===== config.mk =====
export PLATFORM = sky130hd
export DESIGN_NAME = seg7_scan_ctrl
export DESIGN_NICKNAME = d
export VERILOG_FILES = /design/src/rtl/seg7_pkg.sv /design/src/rtl/seg7_scan_ctrl_decode.sv /design/src/rtl/seg7_scan_ctrl.sv
export SDC_FILE = /design/constraint.sdc
export NUM_CORES = 1
export LEC_CHECK = 0
export ABC_CLOCK_PERIOD_IN_PS = 2200
export BUFFER_PORTS_ARGS = -buffer_cell sky130_fd_sc_hd__buf_2
export CAP_MARGIN = 15
export CELL_PAD_IN_SITES_DETAIL_PLACEMENT = 1
export CELL_PAD_IN_SITES_GLOBAL_PLACEMENT = 1
export CORE_MARGIN = 2
export CORE_UTILIZATION = 35
export DETAILED_ROUTE_END_ITERATION = 8
export HOLD_SLACK_MARGIN = 0.08
export PLACE_DENSITY_LB_ADDON = 0.05
export SLEW_MARGIN = 5
export SYNTH_ARGS = -nofsm -noshare
export SYNTH_HDL_FRONTEND = slang
export SYNTH_SLANG_ARGS = --single-unit

===== constraint.sdc =====
create_clock -name I_clk -period 2.2 [get_ports I_clk]
set_clock_uncertainty 0.1 [all_clocks]
set_input_delay 0.22 -clock I_clk [delete_from_list [all_inputs] [get_ports I_clk]]
set_output_delay 0.22 -clock I_clk [all_outputs]
set_load 0.005 [all_outputs]

===== src/rtl/seg7_pkg.sv =====
// Shared constants and helpers for the multiplexed seven-segment scan controller:
// hex segment table, slot timing arithmetic and leading-zero suppression.
package seg7_pkg;

  localparam int PHASES     = 16;
  localparam int MAX_DIGITS = 16;

  // gfedcba, active-high, indexed by nibble value
  localparam logic [6:0] SEG7_HEX [16] = '{
    7'h3F, 7'h06, 7'h5B, 7'h4F, 7'h66, 7'h6D, 7'h7D, 7'h07,
    7'h7F, 7'h6F, 7'h77, 7'h7C, 7'h39, 7'h5E, 7'h79, 7'h71
  };

  // Sub-counter modulus and width for a given digit-slot length.
  function automatic int sub_div(input int refresh_div);
    return refresh_div / PHASES;
  endfunction

  function automatic int cnt_w(input int refresh_div);
    return $clog2(refresh_div / PHASES);
  endfunction

  // Bit k set when digit k and every digit above it are zero; digit 0 is never suppressed.
  // Unused upper nibbles must be zero so they do not break the run of zeros.
  function automatic logic [MAX_DIGITS-1:0] lz_mask(input logic [4*MAX_DIGITS-1:0] data,
                                                    input logic                    lz_en);
    logic all_zero;
    lz_mask  = '0;
    all_zero = 1'b1;
    for (int k = MAX_DIGITS - 1; k >= 1; k--) begin
      all_zero   = all_zero & (data[4*k +: 4] == 4'h0);
      lz_mask[k] = lz_en & all_zero;
    end
  endfunction

endpackage


===== src/rtl/seg7_scan_ctrl_decode.sv =====
// Hex nibble to seven-segment pattern (gfedcba, active-high); purely combinational.
module seg7_decode
  import seg7_pkg::*;
(
  input  logic [3:0] nibble,
  output logic [6:0] seg
);

  assign seg = SEG7_HEX[nibble];

endmodule


===== src/rtl/seg7_scan_ctrl.sv =====
// Multiplexed seven-segment scan controller: shadowed tear-free loads, per-digit dp and
// blanking, leading-zero suppression and 16-level brightness PWM within each digit slot.
module seg7_scan_ctrl
  import seg7_pkg::*;
#(
  parameter int DIGITS      = 8,
  parameter int REFRESH_DIV = 100000,
  parameter bit SEG_ACT_LOW = 1'b0,
  parameter bit DIG_ACT_LOW = 1'b0
) (
  input  logic                  I_clk,
  input  logic                  I_rst_n,
  input  logic                  I_load,
  input  logic [4*DIGITS-1:0]   I_data,
  input  logic [DIGITS-1:0]     I_dp,
  input  logic [DIGITS-1:0]     I_blank,
  input  logic                  I_lz_en,
  input  logic [3:0]            I_bright,
  output logic [6:0]            O_seg,
  output logic                  O_dp,
  output logic [DIGITS-1:0]     O_dig,
  output logic                  O_frame
);

  localparam int SUB_DIV = sub_div(REFRESH_DIV);
  localparam int CNT_W   = cnt_w(REFRESH_DIV);
  localparam int IDX_W   = (DIGITS > 1) ? $clog2(DIGITS) : 1;

  typedef struct packed {
    logic [4*DIGITS-1:0] data;
    logic [DIGITS-1:0]   dp;
    logic [DIGITS-1:0]   blank;
    logic                lz_en;
  } disp_t;

  disp_t             shadow;
  disp_t             active;
  logic [CNT_W-1:0]  sub_cnt;
  logic [3:0]        phase;
  logic [IDX_W-1:0]  idx;

  logic              sub_tc;
  logic              slot_end;
  logic              idx_last;
  logic [DIGITS-1:0] lz_vec;
  logic [3:0]        nibble;
  logic [6:0]        pattern;

  logic              lit;
  logic [6:0]        seg_d;
  logic              dp_d;
  logic [DIGITS-1:0] dig_d;
  logic              frame_d;

  logic [6:0]        seg_q;
  logic              dp_q;
  logic [DIGITS-1:0] dig_q;
  logic              frame_q;

  assign sub_tc   = (sub_cnt == CNT_W'(SUB_DIV - 1));
  assign slot_end = sub_tc && (phase == 4'hF);
  assign idx_last = (idx == IDX_W'(DIGITS - 1));

  // Suppression is judged on what is on screen, never on the pending shadow value.
  assign lz_vec = DIGITS'(lz_mask((4*MAX_DIGITS)'(active.data), active.lz_en));
  assign nibble = active.data[4*idx +: 4];

  seg7_decode u_decode (
    .nibble (nibble),
    .seg    (pattern)
  );

  always_comb begin
    // NOTE: every output of this block gets a default first, so no path can infer a latch.
    seg_d   = '0;
    dp_d    = 1'b0;
    dig_d   = '0;
    lit     = (phase <= I_bright) && !active.blank[idx] && !lz_vec[idx];
    frame_d = slot_end && idx_last;
    if (lit) begin
      seg_d      = pattern;
      dp_d       = active.dp[idx];
      dig_d[idx] = 1'b1;
    end
  end

  // Slot timing and the shadow/active display registers.
  always_ff @(posedge I_clk or negedge I_rst_n) begin
    if (!I_rst_n) begin
      // NOTE: shadow and active are ordinary flops, so they reset; no memory is inferred here.
      sub_cnt <= '0;
      phase   <= '0;
      idx     <= '0;
      shadow  <= '0;
      active  <= '0;
    end else begin
      // NOTE: non-blocking updates let active take the pre-edge shadow when a load hits a boundary.
      sub_cnt <= sub_tc ? '0 : sub_cnt + 1'b1;
      if (sub_tc) begin
        phase <= phase + 4'd1;
      end
      if (slot_end) begin
        idx    <= idx_last ? '0 : idx + 1'b1;
        active <= shadow;
      end
      if (I_load) begin
        shadow <= '{data: I_data, dp: I_dp, blank: I_blank, lz_en: I_lz_en};
      end
    end
  end

  // Pin registers; they trail the index/phase by one cycle.
  always_ff @(posedge I_clk or negedge I_rst_n) begin
    if (!I_rst_n) begin
      seg_q   <= '0;
      dp_q    <= 1'b0;
      dig_q   <= '0;
      frame_q <= 1'b0;
    end else begin
      seg_q   <= seg_d;
      dp_q    <= dp_d;
      dig_q   <= dig_d;
      frame_q <= frame_d;
    end
  end

  assign O_seg   = seg_q ^ {7{SEG_ACT_LOW}};
  assign O_dp    = dp_q ^ SEG_ACT_LOW;
  assign O_dig   = dig_q ^ {DIGITS{DIG_ACT_LOW}};
  assign O_frame = frame_q;

endmodule


==> results.md <==
Floorplanning:
- The floorplan step set the die height to 134 microns.
- After floorplanning, the core was divided into 47 placement rows.
- The core region is 0.0166 sq mm.
- The die covers 0.0180 sq mm.
- For this configuration, the core starts out at a cell density of 35.7%.
- The floorplan step set the die width to 134 microns.
- For this design the top-level I/O count stands at 73.

STA:
- The hold violation total from the final report is 0.
- The worst-margin pin slew is 0.415 ns.
- Setup violations remaining at the end of the flow were counted as 51.
- The worst relative slew slack is 72.0%.
- Derived from the worst setup path, the maximum achievable clock frequency is 0.441 GHz.
- The final sum of negative setup slack is -1.90 ns.
- Setup repair after global routing could not meet its margin everywhere.
- The share of the clock period used by the worst path is 103%.
- The worst path setup slack after routing is -0.0683 ns.
- The minimum clock period is 2.27 ns.
- The max-slew violation count is 0.

Synth:
- Among all flip-flop cells after synthesis, the most frequent one is sky130_fd_sc_hd__dfrtp_1.
- In the synthesized netlist, the number of instances is 423.
- After synthesis, the cell types taking the most area are sky130_fd_sc_hd__dfrtp_1 57%, sky130_fd_sc_hd__mux2_2 11%, sky130_fd_sc_hd__mux2_1 8.6%, sky130_fd_sc_hd__mux4_2 3.8%, sky130_fd_sc_hd__ha_1 3.2%.
- In this run the biggest area consumer among cell types represents 57.1% of the synthesized area.
- The number of warning messages in the yosys log is 0.
- The number of nets in the synthesized netlist is 494.
- The post-synthesis cell type with the largest combined area is sky130_fd_sc_hd__dfrtp_1.
- For this run, the register share of the synthesized area comes to 57.1%.
- The share of flip-flops with an asynchronous set or reset after synthesis is 100%.
- In this run, synthesis inferred 0 flip-flops with an integrated enable.
- The mean instance size in the synthesized netlist is 14.0 sq um.
- The netlist uses 43 different library cells.
- The mapped netlist covers 0.00592 sq mm.
- The synthesized design contains 135 register bits.

Critical path:
- Walking the worst path, the cells encountered are or4b_4 -> nor3_4 -> and4_4 -> buf_12 -> buf_6 -> mux2_2.
- The required time of the critical path is 2.40 ns.
- Broken down by cell family, the worst path's largest delay share belongs to simple AND/OR/NAND/NOR gates.
- In this run the critical register-to-register path is launched from sub_cnt[10].
- The cell type of the slowest stage on the worst timing path is sky130_fd_sc_hd__or4b_4.
- The critical path starts at sub_cnt[10].
- The worst setup path category is reg2reg.
- The buffer and inverter count on the worst path is 2.
- On the worst path, the slowest cell contributes a delay of 0.56 ns.
- The worst-path maximum fanout is 9.
- The worst setup path is launched from a register.
- The critical path arrival is 2.47 ns.
- The worst setup path is captured at a register.

Layout:
- Cells with a size suffix above 1 make up 46.3% of the layout.
- The antenna diode count is 0.
- For this run, the share of the core covered by cells in the final layout is 50.8%.
- After the last flow step, the layout net total stands at 674.
- Relative to the synthesized area, the layout overhead comes to 42.4%.

CTS:
- The CTS tree is done.
- The buffer type at the clock tree root is sky130_fd_sc_hd__clkbuf_16.
- The clock net in this run drives a total of 135 sinks.
- For the worst-skew pair, the clock arrives at the later sink with an insertion delay of 0.42 ns.
- The H-tree was split into 4 levels.
- The post-CTS clock slew at the launch and capture registers of the worst setup and hold paths is 0.06 ns.
- The number of buffers on the longest clock path is 2.
- The TritonCTS buffer count is 17.

Place:
- Detailed placement ended at an HPWL of 9.42 mm.
- The number of port buffers is 72.
- The post-place setup slack is -0.181 ns.
- The final weighted congestion of routability-driven global placement is 0.794.

Routing:
- Wires add up to 14.4 mm.
- The ratio of routed vias to standard cells is 4.82.
- The via count is 4,028.
- The DRC violations left is 0.
- The violation count after the first detailed-route iteration is 127.
- After detailed routing, the average wire length per cell comes to 17.3 microns.
- The first detailed-routing pass ran for 4 iterations.
- The count of nets left with antenna violations once routing finished came out at 0.

Global routing:
- The maximum number of pins on one net before global-route repair is 43.
- The sum of overflow across all layers after global routing is 0.
- The number of global-route vias before repair is 4,404.
- The first global-routing pass estimated 22.9 mm of wire.
- In the global route stage, overall resource usage came out at 16.6%.
- The initial antenna violation count was 0.

Power and ir drop:
- Net switching is 20.8% of the power.
- The power density over cell area is 708 mW/mm^2.
- The share of total power dissipated in combinational logic is 5.4%.
- The switching power of the nets is 1.24 mW.
- In this run, the clock network consumes 50.4% of the power.
- The leakage dissipation is 3.90 nW.
- The cell internal power dissipation is 4.73 mW.
- The worst IR drop on VDD is 522 uV.
- The total power consumption of the routed design is 5.97 mW.
- The sequential group share of total power is 44.2%.

Outcome:
- The final reports fail on setup timing.
- The run finished, with violations left.

Run:
- The total of max-cap violations is 0.

Worst hold path:
- The path class of the lowest-slack min-delay path is in2async.
## timing repair
action	in CTS	in global routing
endpoints found under the hold margin	175	0
pin swaps	1	7
gates resized for setup	7	54
hold buffers	50	0
cloned	1	6
buffers inserted	1	10
setup endpoints to repair	60	64
## layout make-up
cell class	count	area [sq um]
multi-input cells	259	2600
repair buffers	181	1510
clock inverters	12	175
well taps	220	275
flip-flops and latches	135	3380
inverters	9	33.8
clock buffers	20	457
fillers	1709	8150
## power by group through the flow
stage	sequential, mW	combinational (mW)	clock (mW)
floorplan	2.65	0.118	0
global placement	2.68	0.248	0
detailed placement	2.68	0.257	0
CTS	2.64	0.326	3.09
global route	2.65	0.361	3.20
finish	2.64	0.322	3.01
## path summary, 6_finish.rpt
check                             end  slack [ns]  depth (start not counted)
min in group I_clk         shadow[10]        0.22                          2
max in group asynchronous  shadow[44]        1.16                          3
min                        shadow[24]        0.19                          2
max reg2reg                active[31]       -0.07                          6
max                        active[31]       -0.07                          6
min reg2reg                 active[0]        0.40                          1
## metal layers
layer | vias to the layer above | track usage (%) | wire, microns
li1 | 1884 | - | -
met1 | 2060 | 19.6 | 6230
met2 | 62 | 29.3 | 7520
met3 | 22 | 3.78 | 401
met4 | 0 | 6.67 | 272
met5 | - | 0 | 0
## flip-flops by register name, summed over array words and instances (netlist names)
| signal | flops |
|---|---|
| O_seg | 7 |
| active | 49 |
| sub_cnt | 13 |
| O_dp | 1 |
| O_frame | 1 |
| O_dig | 8 |
| phase | 4 |
| idx | 3 |
| shadow | 49 |
## placed cells by master, fill, tap and decap left out, drive strengths merged, types with 10 or more instances in the layout
master,count
mux4,10
nand2,21
dfrtp,135
mux2,103
nand3,11
clkbuf,24
nor2,15
nor3,12
buf,127
dlygate4sd3,50
ha,15
## through the flow
| step | cell area (sq um) | hold slack, ns | std cells |
|---|---|---|---|
| CTS | 8000 | 0.205 | 820 |
| detailed placement | 6820 | 0.0776 | 736 |
| global route | 8430 | 0.228 | 836 |
| global placement | 6820 | 0.0703 | 736 |
| floorplan | 5930 | -0.176 | 423 |
| finish | 8430 | 0.193 | 836 |
## cell families after synthesis
group | Yosys count | synth area share [%]
XOR/XNOR | 14 | 2.07
flip-flops | 135 | 57.1
multiplexers | 118 | 24.2
AND/OR/NAND/NOR | 86 | 7.63
AO/OA/AOI/OAI | 26 | 3.02
buffers and inverters | 29 | 2.77
adder cells (fa/ha/maj) | 15 | 3.17
## cell usage after synthesis (2+ instances only)
master and instances:
sky130_fd_sc_hd__a21oi_1 7, sky130_fd_sc_hd__and2_1 3, sky130_fd_sc_hd__and3_1 3, sky130_fd_sc_hd__buf_1 6, sky130_fd_sc_hd__buf_2 5, sky130_fd_sc_hd__buf_6 6, sky130_fd_sc_hd__clkbuf_1 2, sky130_fd_sc_hd__dfrtp_1 135
sky130_fd_sc_hd__ha_1 15, sky130_fd_sc_hd__inv_1 8, sky130_fd_sc_hd__mux2_1 45, sky130_fd_sc_hd__mux2_2 58, sky130_fd_sc_hd__mux2i_1 5, sky130_fd_sc_hd__mux4_2 10, sky130_fd_sc_hd__nand2_1 21, sky130_fd_sc_hd__nand3_1 11
sky130_fd_sc_hd__nand4_1 6, sky130_fd_sc_hd__nor2_1 15, sky130_fd_sc_hd__nor3_1 11, sky130_fd_sc_hd__nor4_1 8, sky130_fd_sc_hd__o21ai_0 9, sky130_fd_sc_hd__xnor2_1 9, sky130_fd_sc_hd__xor2_1 5
Power figures use the tool's default switching activity.
